<file path="config.mk">
export PLATFORM = sky130hd
export DESIGN_NAME = lcd1602_bus_monitor
export DESIGN_NICKNAME = d
export VERILOG_FILES = /design/src/rtl/lcd1602_bus_monitor.sv
export SDC_FILE = /design/constraint.sdc
export NUM_CORES = 1
export LEC_CHECK = 0
export ABC_AREA = 1
export CAP_MARGIN = 20
export CORE_MARGIN = 4
export CORE_UTILIZATION = 56
export CTS_CLUSTER_DIAMETER = 60
export CTS_CLUSTER_SIZE = 25
export DETAILED_ROUTE_END_ITERATION = 6
export PLACE_DENSITY = 0.78
export SYNTH_ARGS = -nofsm -noshare
export SYNTH_HDL_FRONTEND = slang
export SYNTH_SLANG_ARGS = --single-unit
</file>
<file path="constraint.sdc">
create_clock -name clk -period 3.1 [get_ports clk]
set_clock_uncertainty 0.1 [all_clocks]
set_input_delay 0.31 -clock clk [delete_from_list [all_inputs] [get_ports clk]]
set_output_delay 0.31 -clock clk [all_outputs]
set_load 0.02 [all_outputs]
</file>
<file path="src/rtl/lcd1602_bus_monitor.sv">
// Receive side of an HD44780/LCD1602 8-bit parallel bus: captures transfers on
// the falling edge of enable, decodes commands and keeps a DDRAM shadow.
module lcd1602_bus_monitor #(
  parameter int DATA_BITS    = 8,
  parameter int LINE_LEN     = 40,
  parameter int VISIBLE_COLS = 16,
  parameter int SYNC_STAGES  = 2
) (
  input  logic                            clk,
  input  logic                            reset,
  input  logic                            lcd_rs,
  input  logic                            lcd_rw,
  input  logic                            lcd_enable,
  input  logic [DATA_BITS-1:0]            lcd_data,
  input  logic                            rd_line,
  input  logic [$clog2(VISIBLE_COLS)-1:0] rd_col,
  output logic [DATA_BITS-1:0]            rd_char,
  output logic [6:0]                      addr_ctr,
  output logic                            busy,
  output logic                            cmd_strobe,
  output logic                            data_strobe,
  output logic [DATA_BITS-1:0]            last_byte,
  output logic                            disp_on,
  output logic                            cursor_on,
  output logic                            blink_on,
  output logic                            incr_mode,
  output logic                            two_line,
  output logic                            overrun,
  output logic                            rw_error
);

  // state  | meaning
  // IDLE   | waiting for an enable falling edge
  // DECODE | one cycle: execute the captured command or data write
  // CLEAR  | writing 0x20 to every DDRAM byte, one per cycle
  typedef enum logic [1:0] {IDLE, DECODE, CLEAR} state_t;

  localparam int         DEPTH      = 2 * LINE_LEN;
  localparam int         COL_W      = $clog2(VISIBLE_COLS);
  localparam logic [6:0] LINE1_BASE = 7'h40;
  localparam logic [6:0] LAST0      = 7'(LINE_LEN - 1);
  localparam logic [6:0] LAST1      = 7'(64 + LINE_LEN - 1);
  localparam logic [6:0] LAST_IDX   = 7'(DEPTH - 1);
  localparam logic [6:0] LINE_LEN7  = 7'(LINE_LEN);

  logic [SYNC_STAGES-1:0] rs_sync_q, rw_sync_q, en_sync_q;
  logic [DATA_BITS-1:0]   data_sync_q [SYNC_STAGES];
  logic                   en_prev_q;
  logic                   rs_s, rw_s, en_s, fall;
  logic [DATA_BITS-1:0]   data_s;

  always_ff @(posedge clk or negedge reset) begin
    if (!reset) begin
      rs_sync_q <= '0;
      rw_sync_q <= '0;
      en_sync_q <= '0;
      en_prev_q <= 1'b0;
      for (int i = 0; i < SYNC_STAGES; i++) data_sync_q[i] <= '0;
    end else begin
      rs_sync_q      <= {rs_sync_q[SYNC_STAGES-2:0], lcd_rs};
      rw_sync_q      <= {rw_sync_q[SYNC_STAGES-2:0], lcd_rw};
      en_sync_q      <= {en_sync_q[SYNC_STAGES-2:0], lcd_enable};
      en_prev_q      <= en_s;
      data_sync_q[0] <= lcd_data;
      for (int i = 1; i < SYNC_STAGES; i++) data_sync_q[i] <= data_sync_q[i-1];
    end
  end

  assign rs_s   = rs_sync_q[SYNC_STAGES-1];
  assign rw_s   = rw_sync_q[SYNC_STAGES-1];
  assign en_s   = en_sync_q[SYNC_STAGES-1];
  assign data_s = data_sync_q[SYNC_STAGES-1];
  assign fall   = en_prev_q & ~en_s;

  state_t               state_q, state_d;
  logic [6:0]           clr_cnt_q, clr_cnt_d, ac_q, ac_d, ac_idx, ac_step;
  logic                 cap_rs_q, cap_rs_d;
  logic [DATA_BITS-1:0] cap_data_q, cap_data_d, last_q, last_d;
  logic                 disp_q, disp_d, cursor_q, cursor_d, blink_q, blink_d;
  logic                 incr_q, incr_d, two_line_q, two_line_d, rw_err_q, rw_err_d;
  logic                 we;
  logic [6:0]           wa;
  logic [DATA_BITS-1:0] wd;

  // Two-line mode packs line 1 (0x40..) directly after line 0 in the array.
  always_comb begin
    if (!two_line_q)  ac_idx = ac_q;
    else if (ac_q[6]) ac_idx = LINE_LEN7 + {1'b0, ac_q[5:0]};
    else              ac_idx = {1'b0, ac_q[5:0]};
  end

  always_comb begin
    ac_step = ac_q;
    if (two_line_q) begin
      if (incr_q) begin
        if (ac_q == LAST0)      ac_step = LINE1_BASE;
        else if (ac_q == LAST1) ac_step = 7'h00;
        else                    ac_step = ac_q + 7'd1;
      end else begin
        if (ac_q == LINE1_BASE) ac_step = LAST0;
        else if (ac_q == 7'h00) ac_step = LAST1;
        else                    ac_step = ac_q - 7'd1;
      end
    end else if (incr_q) begin
      ac_step = (ac_q >= LAST_IDX) ? 7'h00 : ac_q + 7'd1;
    end else begin
      ac_step = (ac_q == 7'h00 || ac_q > LAST_IDX) ? LAST_IDX : ac_q - 7'd1;
    end
  end

  always_comb begin
    state_d     = state_q;
    clr_cnt_d   = clr_cnt_q;
    ac_d        = ac_q;
    cap_rs_d    = cap_rs_q;
    cap_data_d  = cap_data_q;
    last_d      = last_q;
    disp_d      = disp_q;
    cursor_d    = cursor_q;
    blink_d     = blink_q;
    incr_d      = incr_q;
    two_line_d  = two_line_q;
    rw_err_d    = rw_err_q | (fall & rw_s);
    we          = 1'b0;
    wa          = clr_cnt_q;
    wd          = DATA_BITS'(8'h20);
    cmd_strobe  = 1'b0;
    data_strobe = 1'b0;
    overrun     = fall && (state_q != IDLE);
    case (state_q)
      IDLE: begin
        if (fall && !rw_s) begin
          cap_rs_d   = rs_s;
          cap_data_d = data_s;
          state_d    = DECODE;
        end
      end
      DECODE: begin
        state_d = IDLE;
        last_d  = cap_data_q;
        if (cap_rs_q) begin
          we          = 1'b1;
          wa          = ac_idx;
          wd          = cap_data_q;
          data_strobe = 1'b1;
          ac_d        = ac_step;
        end else begin
          cmd_strobe = 1'b1;
          if (cap_data_q[7]) begin
            if (!cap_data_q[6] && cap_data_q[6:0] > LAST0)     ac_d = LINE1_BASE;
            else if (cap_data_q[6] && cap_data_q[6:0] > LAST1) ac_d = 7'h00;
            else                                               ac_d = cap_data_q[6:0];
          end else if (cap_data_q[6]) begin
          end else if (cap_data_q[5]) begin
            two_line_d = cap_data_q[3];
          end else if (cap_data_q[4]) begin
          end else if (cap_data_q[3]) begin
            disp_d   = cap_data_q[2];
            cursor_d = cap_data_q[1];
            blink_d  = cap_data_q[0];
          end else if (cap_data_q[2]) begin
            incr_d = cap_data_q[1];
          end else if (cap_data_q[1]) begin
            ac_d = 7'h00;
          end else if (cap_data_q[0]) begin
            state_d   = CLEAR;
            clr_cnt_d = LAST_IDX;
          end
        end
      end
      CLEAR: begin
        we = 1'b1;
        if (clr_cnt_q == 7'd0) begin
          state_d = IDLE;
          ac_d    = 7'h00;
          incr_d  = 1'b1;
        end else begin
          clr_cnt_d = clr_cnt_q - 7'd1;
        end
      end
      default: state_d = IDLE;
    endcase
    // One-line mode can address past the array after an out-of-range AC set.
    if (wa > LAST_IDX) we = 1'b0;
  end

  always_ff @(posedge clk or negedge reset) begin
    if (!reset) begin
      state_q    <= CLEAR;
      clr_cnt_q  <= LAST_IDX;
      ac_q       <= 7'h00;
      cap_rs_q   <= 1'b0;
      cap_data_q <= '0;
      last_q     <= '0;
      disp_q     <= 1'b0;
      cursor_q   <= 1'b0;
      blink_q    <= 1'b0;
      incr_q     <= 1'b1;
      two_line_q <= 1'b0;
      rw_err_q   <= 1'b0;
    end else begin
      state_q    <= state_d;
      clr_cnt_q  <= clr_cnt_d;
      ac_q       <= ac_d;
      cap_rs_q   <= cap_rs_d;
      cap_data_q <= cap_data_d;
      last_q     <= last_d;
      disp_q     <= disp_d;
      cursor_q   <= cursor_d;
      blink_q    <= blink_d;
      incr_q     <= incr_d;
      two_line_q <= two_line_d;
      rw_err_q   <= rw_err_d;
    end
  end

  logic [DATA_BITS-1:0] ram_q [DEPTH];
  logic [DATA_BITS-1:0] rd_char_q;
  logic [6:0]           rd_idx;

  assign rd_idx = {{(7-COL_W){1'b0}}, rd_col} + (rd_line ? LINE_LEN7 : 7'd0);

  always_ff @(posedge clk) begin
    if (we) ram_q[wa] <= wd;
  end

  always_ff @(posedge clk or negedge reset) begin
    if (!reset) rd_char_q <= '0;
    else        rd_char_q <= ram_q[rd_idx];
  end

  assign rd_char   = rd_char_q;
  assign addr_ctr  = ac_q;
  assign busy      = (state_q == CLEAR);
  assign last_byte = last_q;
  assign disp_on   = disp_q;
  assign cursor_on = cursor_q;
  assign blink_on  = blink_q;
  assign incr_mode = incr_q;
  assign two_line  = two_line_q;
  assign rw_error  = rw_err_q;

endmodule
</file>
==> metrics.cfg <==
[power]
power_density_nw_per_um2 = 758
power_frac_comb = 0.256
ir_worst_vdd_mv = 0.905
switching_share = 0.333
p_int_mw = 13.8
clockPowerShare = 0.252
power_leakage_nw = 10.0
seq_power_share = 0.493
power.switching_mw = 6.86

[global_route]
use_met2 = 0.405
grt_start_max_net_pins = 142
busiest_layer = met2
grt_usage = 0.253
use_met3 = 0.0487
grt-ovfl-total = 0
antenna_found_initial = 0
grt_pass1_wl_mm = 91.3
use_met1 = 0.355
grt_pass1_vias = 16087

[detailed_routing]
dr.first_iter.drc_count = 2384
wirelength_mm = 60.0
drtAntennaViolNets = 0
avgRoutedWirePerCell_um = 21.4
via_count = 16728
drc = 0
viasPerCell = 5.97
firstDrtPassIters = 6

[cells_and_area]
n_fill_cell = 3150
diodes = 0
final_cells = 2804
layout-drive-gt1-share = 0.0925
syn_to_final_growth_pct = 12.1
nets = 2234

[worst_setup_path]
crit_path_cell_trace = inv_1 > ha_1 > buf_4 > clkinvlp_4 > nor2_2 > clkdlybuf4s50_1
r2r-end = ram_q[26][1]
cp_max_fo = 10
path_class = reg2out
reg2reg_depth = 6
reg2reg_from = state_q[1]
critPathCaptureType = primary output
path_buf_inv = 4
arrival_ns = 2.43
cpLargestDelayFamily = buffers and inverters
critPathLaunchType = flop
required_ns = 2.69
cp_slowest_cell = clkdlybuf4s50_1
r2r_setup_slack_ns = 0.33
max_stage_delay_ns = 0.65

[cts]
root_buffer = clkbuf_16
insertion_delay_ns = 0.58
cts_buffer_depth = 3
cts.clk_slew.worst_paths_ns = 0.09
h-tree-depth = 2
cts-buffers-inserted = 36
cts_tree = yes
cts_sinks = 582

[synth]
async_reset_ff_frac = 0.120
synth-simple-area-share = 0.173
synth_warnings = 0
synthesis.instances = 2129
post_synth.cell_area_avg_um2 = 11.4
synth_seq_cells = 582
synth_edf_count = 512
synth-seq-area-share = 0.707
synthDistinctLibCells = 43
synth_xor_area_frac = 0.00361
synth_top_family_by_area = simple AND/OR/NAND/NOR gates
synth-compound-area-share = 0.0718
yosys_most_used_dff = edfxtp_1
synth-adder-area-share = 0.00619
synth_nets = 2159
synth_area_um2 = 24200
synth.mux.area_fraction = 0.000465

[placement]
port_buffers = 50
dpl.cell_count = 2740
dp_hpwl_mm = 36.3
place_congestion = 0.919

[min_path]
min_path_cells = 1
min_path_type = in2reg
hold_start = lcd_data[5]
min_to = data_sync_q[13]

[floorplanning]
dieArea_um2 = 46700
start_util = 0.573
io_pins = 51
die_h_um = 216
core_area_um2 = 42300
die_x_um = 216
row_count = 75

[run_status]
outcome = finished clean

[timing]
report.final.hold_viol_count = 0
worst_pin_slew_ns = 1.03
post-route-period-util = 0.916
rsz0062_at_grt = false
tns_ns = 0
fmax_mhz = 352
slew_headroom = 0.310
maxSlewViolCount = 0
setup_viol = 0
period_needed_ns = 2.84

[flow_run]
maxCapViolations = 0

==> final cells by class <==
class | count | area [µm²] | area share
inverters | 101 | 388 | 0.0143
well taps | 577 | 722 | 0.0266
multi-input cells | 1331 | 6240 | 0.230
clock inverters | 18 | 228 | 0.00838
flip-flops and latches | 582 | 17100 | 0.630
clock buffers | 43 | 1010 | 0.0372
repair buffers | 152 | 1450 | 0.0534
==> repair_timing <==
item,CTS,global route
endpoints found under the setup margin,0,1
hold buffers,1,0
resized for setup,0,2
endpoints found under the hold margin,63,0
buffers inserted,0,2
==> synthesized netlist by cell type, types with 2 or more instances <==
| cell type | count | area share |
|---|---|---|
| edfxtp_1 | 512 | 0.63 |
| nand2_1 | 468 | 0.072 |
| nand3_1 | 258 | 0.053 |
| nor2_1 | 224 | 0.035 |
| o21ai_0 | 171 | 0.035 |
| inv_1 | 92 | 0.014 |
| a21oi_1 | 82 | 0.017 |
| dfrtp_1 | 63 | 0.065 |
| clkbuf_1 | 48 | 0.0074 |
| o22ai_1 | 48 | 0.012 |
| buf_2 | 45 | 0.0093 |
| ha_1 | 12 | 0.0062 |
| o21ai_1 | 11 | 0.0023 |
| buf_1 | 10 | 0.0015 |
| nand4_1 | 9 | 0.0023 |
| xor2_1 | 9 | 0.0033 |
| nand3_4 | 8 | 0.0058 |
| buf_4 | 7 | 0.0022 |
| dfstp_2 | 7 | 0.0076 |
| inv_2 | 7 | 0.0011 |
| nor3_1 | 7 | 0.0014 |
| buf_6 | 3 | 0.0014 |
| o211ai_1 | 3 | 0.00093 |
| a31oi_1 | 2 | 0.00052 |
| clkbuf_2 | 2 | 0.00041 |
| clkinv_1 | 2 | 0.00031 |
| nand2_2 | 2 | 0.00052 |
| nand2_4 | 2 | 0.00093 |
==> registers in the layout, summed over array words and instances, names as in the netlist <==
name / cells
ram_q: 512
cap_data_q: 8
data_s: 8
data_sync_q: 8
last_byte: 8
rd_char: 8
addr_ctr: 7
clr_cnt_q: 7
en_sync_q: 2
rs_sync_q: 2
rw_sync_q: 2
state_q: 2
blink_on: 1
cap_rs_q: 1
cursor_on: 1
disp_on: 1
en_prev_q: 1
incr_mode: 1
rw_error: 1
two_line: 1
==> worst max path at each step <==
| stage | end | cells past startpoint | startpoint |
|---|---|---|---|
| after global routing | cmd_strobe | 6 | state_q[1] |
| after CTS | cmd_strobe | 6 | state_q[1] |
| final | cmd_strobe | 6 | state_q[1] |
| after detailed placement | ram_q[45][6] | 6 | state_q[1] |
| after global placement | ram_q[15][2] | 11 | state_q[1] |
| after floorplan | ram_q[0][7] | 5 | state_q[1] |
==> metal layers <==
layer  vias to the layer above  share of wire
met5                         -              0
met4                         0          0.034
met3                       138          0.098
met2                       961           0.47
met1                      8028           0.40
li1                       7601              -
==> cell usage in the layout (no fill, tap or decap), drive strengths merged, types with 7 or more instances in the layout <==
| cell | count |
|---|---|
| edfxtp | 512 |
| nand2 | 473 |
| nand3 | 266 |
| nor2 | 225 |
| o21ai | 183 |
| inv | 107 |
| buf | 104 |
| a21oi | 83 |
| dfrtp | 63 |
| o22ai | 48 |
| clkdlybuf4s50 | 46 |
| clkbuf | 44 |
| ha | 12 |
| xor2 | 9 |
| nand4 | 9 |
| clkinv | 9 |
| nor3 | 7 |
| dfstp | 7 |
==> stage by stage <==
step           utilization  hold WS, ns  power (mW)  area [µm²]  worst slack (ns)
2_1_floorplan            -      -0.0856        13.1       24200            0.0866
3_3_place_gp         0.612        0.232        15.4       25900             0.457
3_5_place_dp         0.612        0.235        15.5       25900             0.402
4_1_cts              0.642       0.0401        20.6       27200            0.0380
5_1_grt              0.642       0.0380        21.4       27200             0.172
6_report             0.642       0.0736        20.6       27200             0.259
==> logic make-up (layout without fill, tap and decap cells) <==
kind of cell,count (synthesis),after routing
simple gates,982,982
flops,582,582
compound gates,326,326
buf+inv,216,314
fa+ha+maj,12,12
xor+xnor,10,10
mux,1,1
==> power groups by stage <==
stage	logic (mW)	registers, mW	clock network, mW
after floorplan	2.62	10.5	0
after global placement	5.08	10.3	0
after detailed placement	5.14	10.3	0
after CTS	5.17	10.1	5.27
after global routing	5.62	10.2	5.60
final	5.27	10.2	5.19
Note: power is estimated with default switching activity, not from simulation.
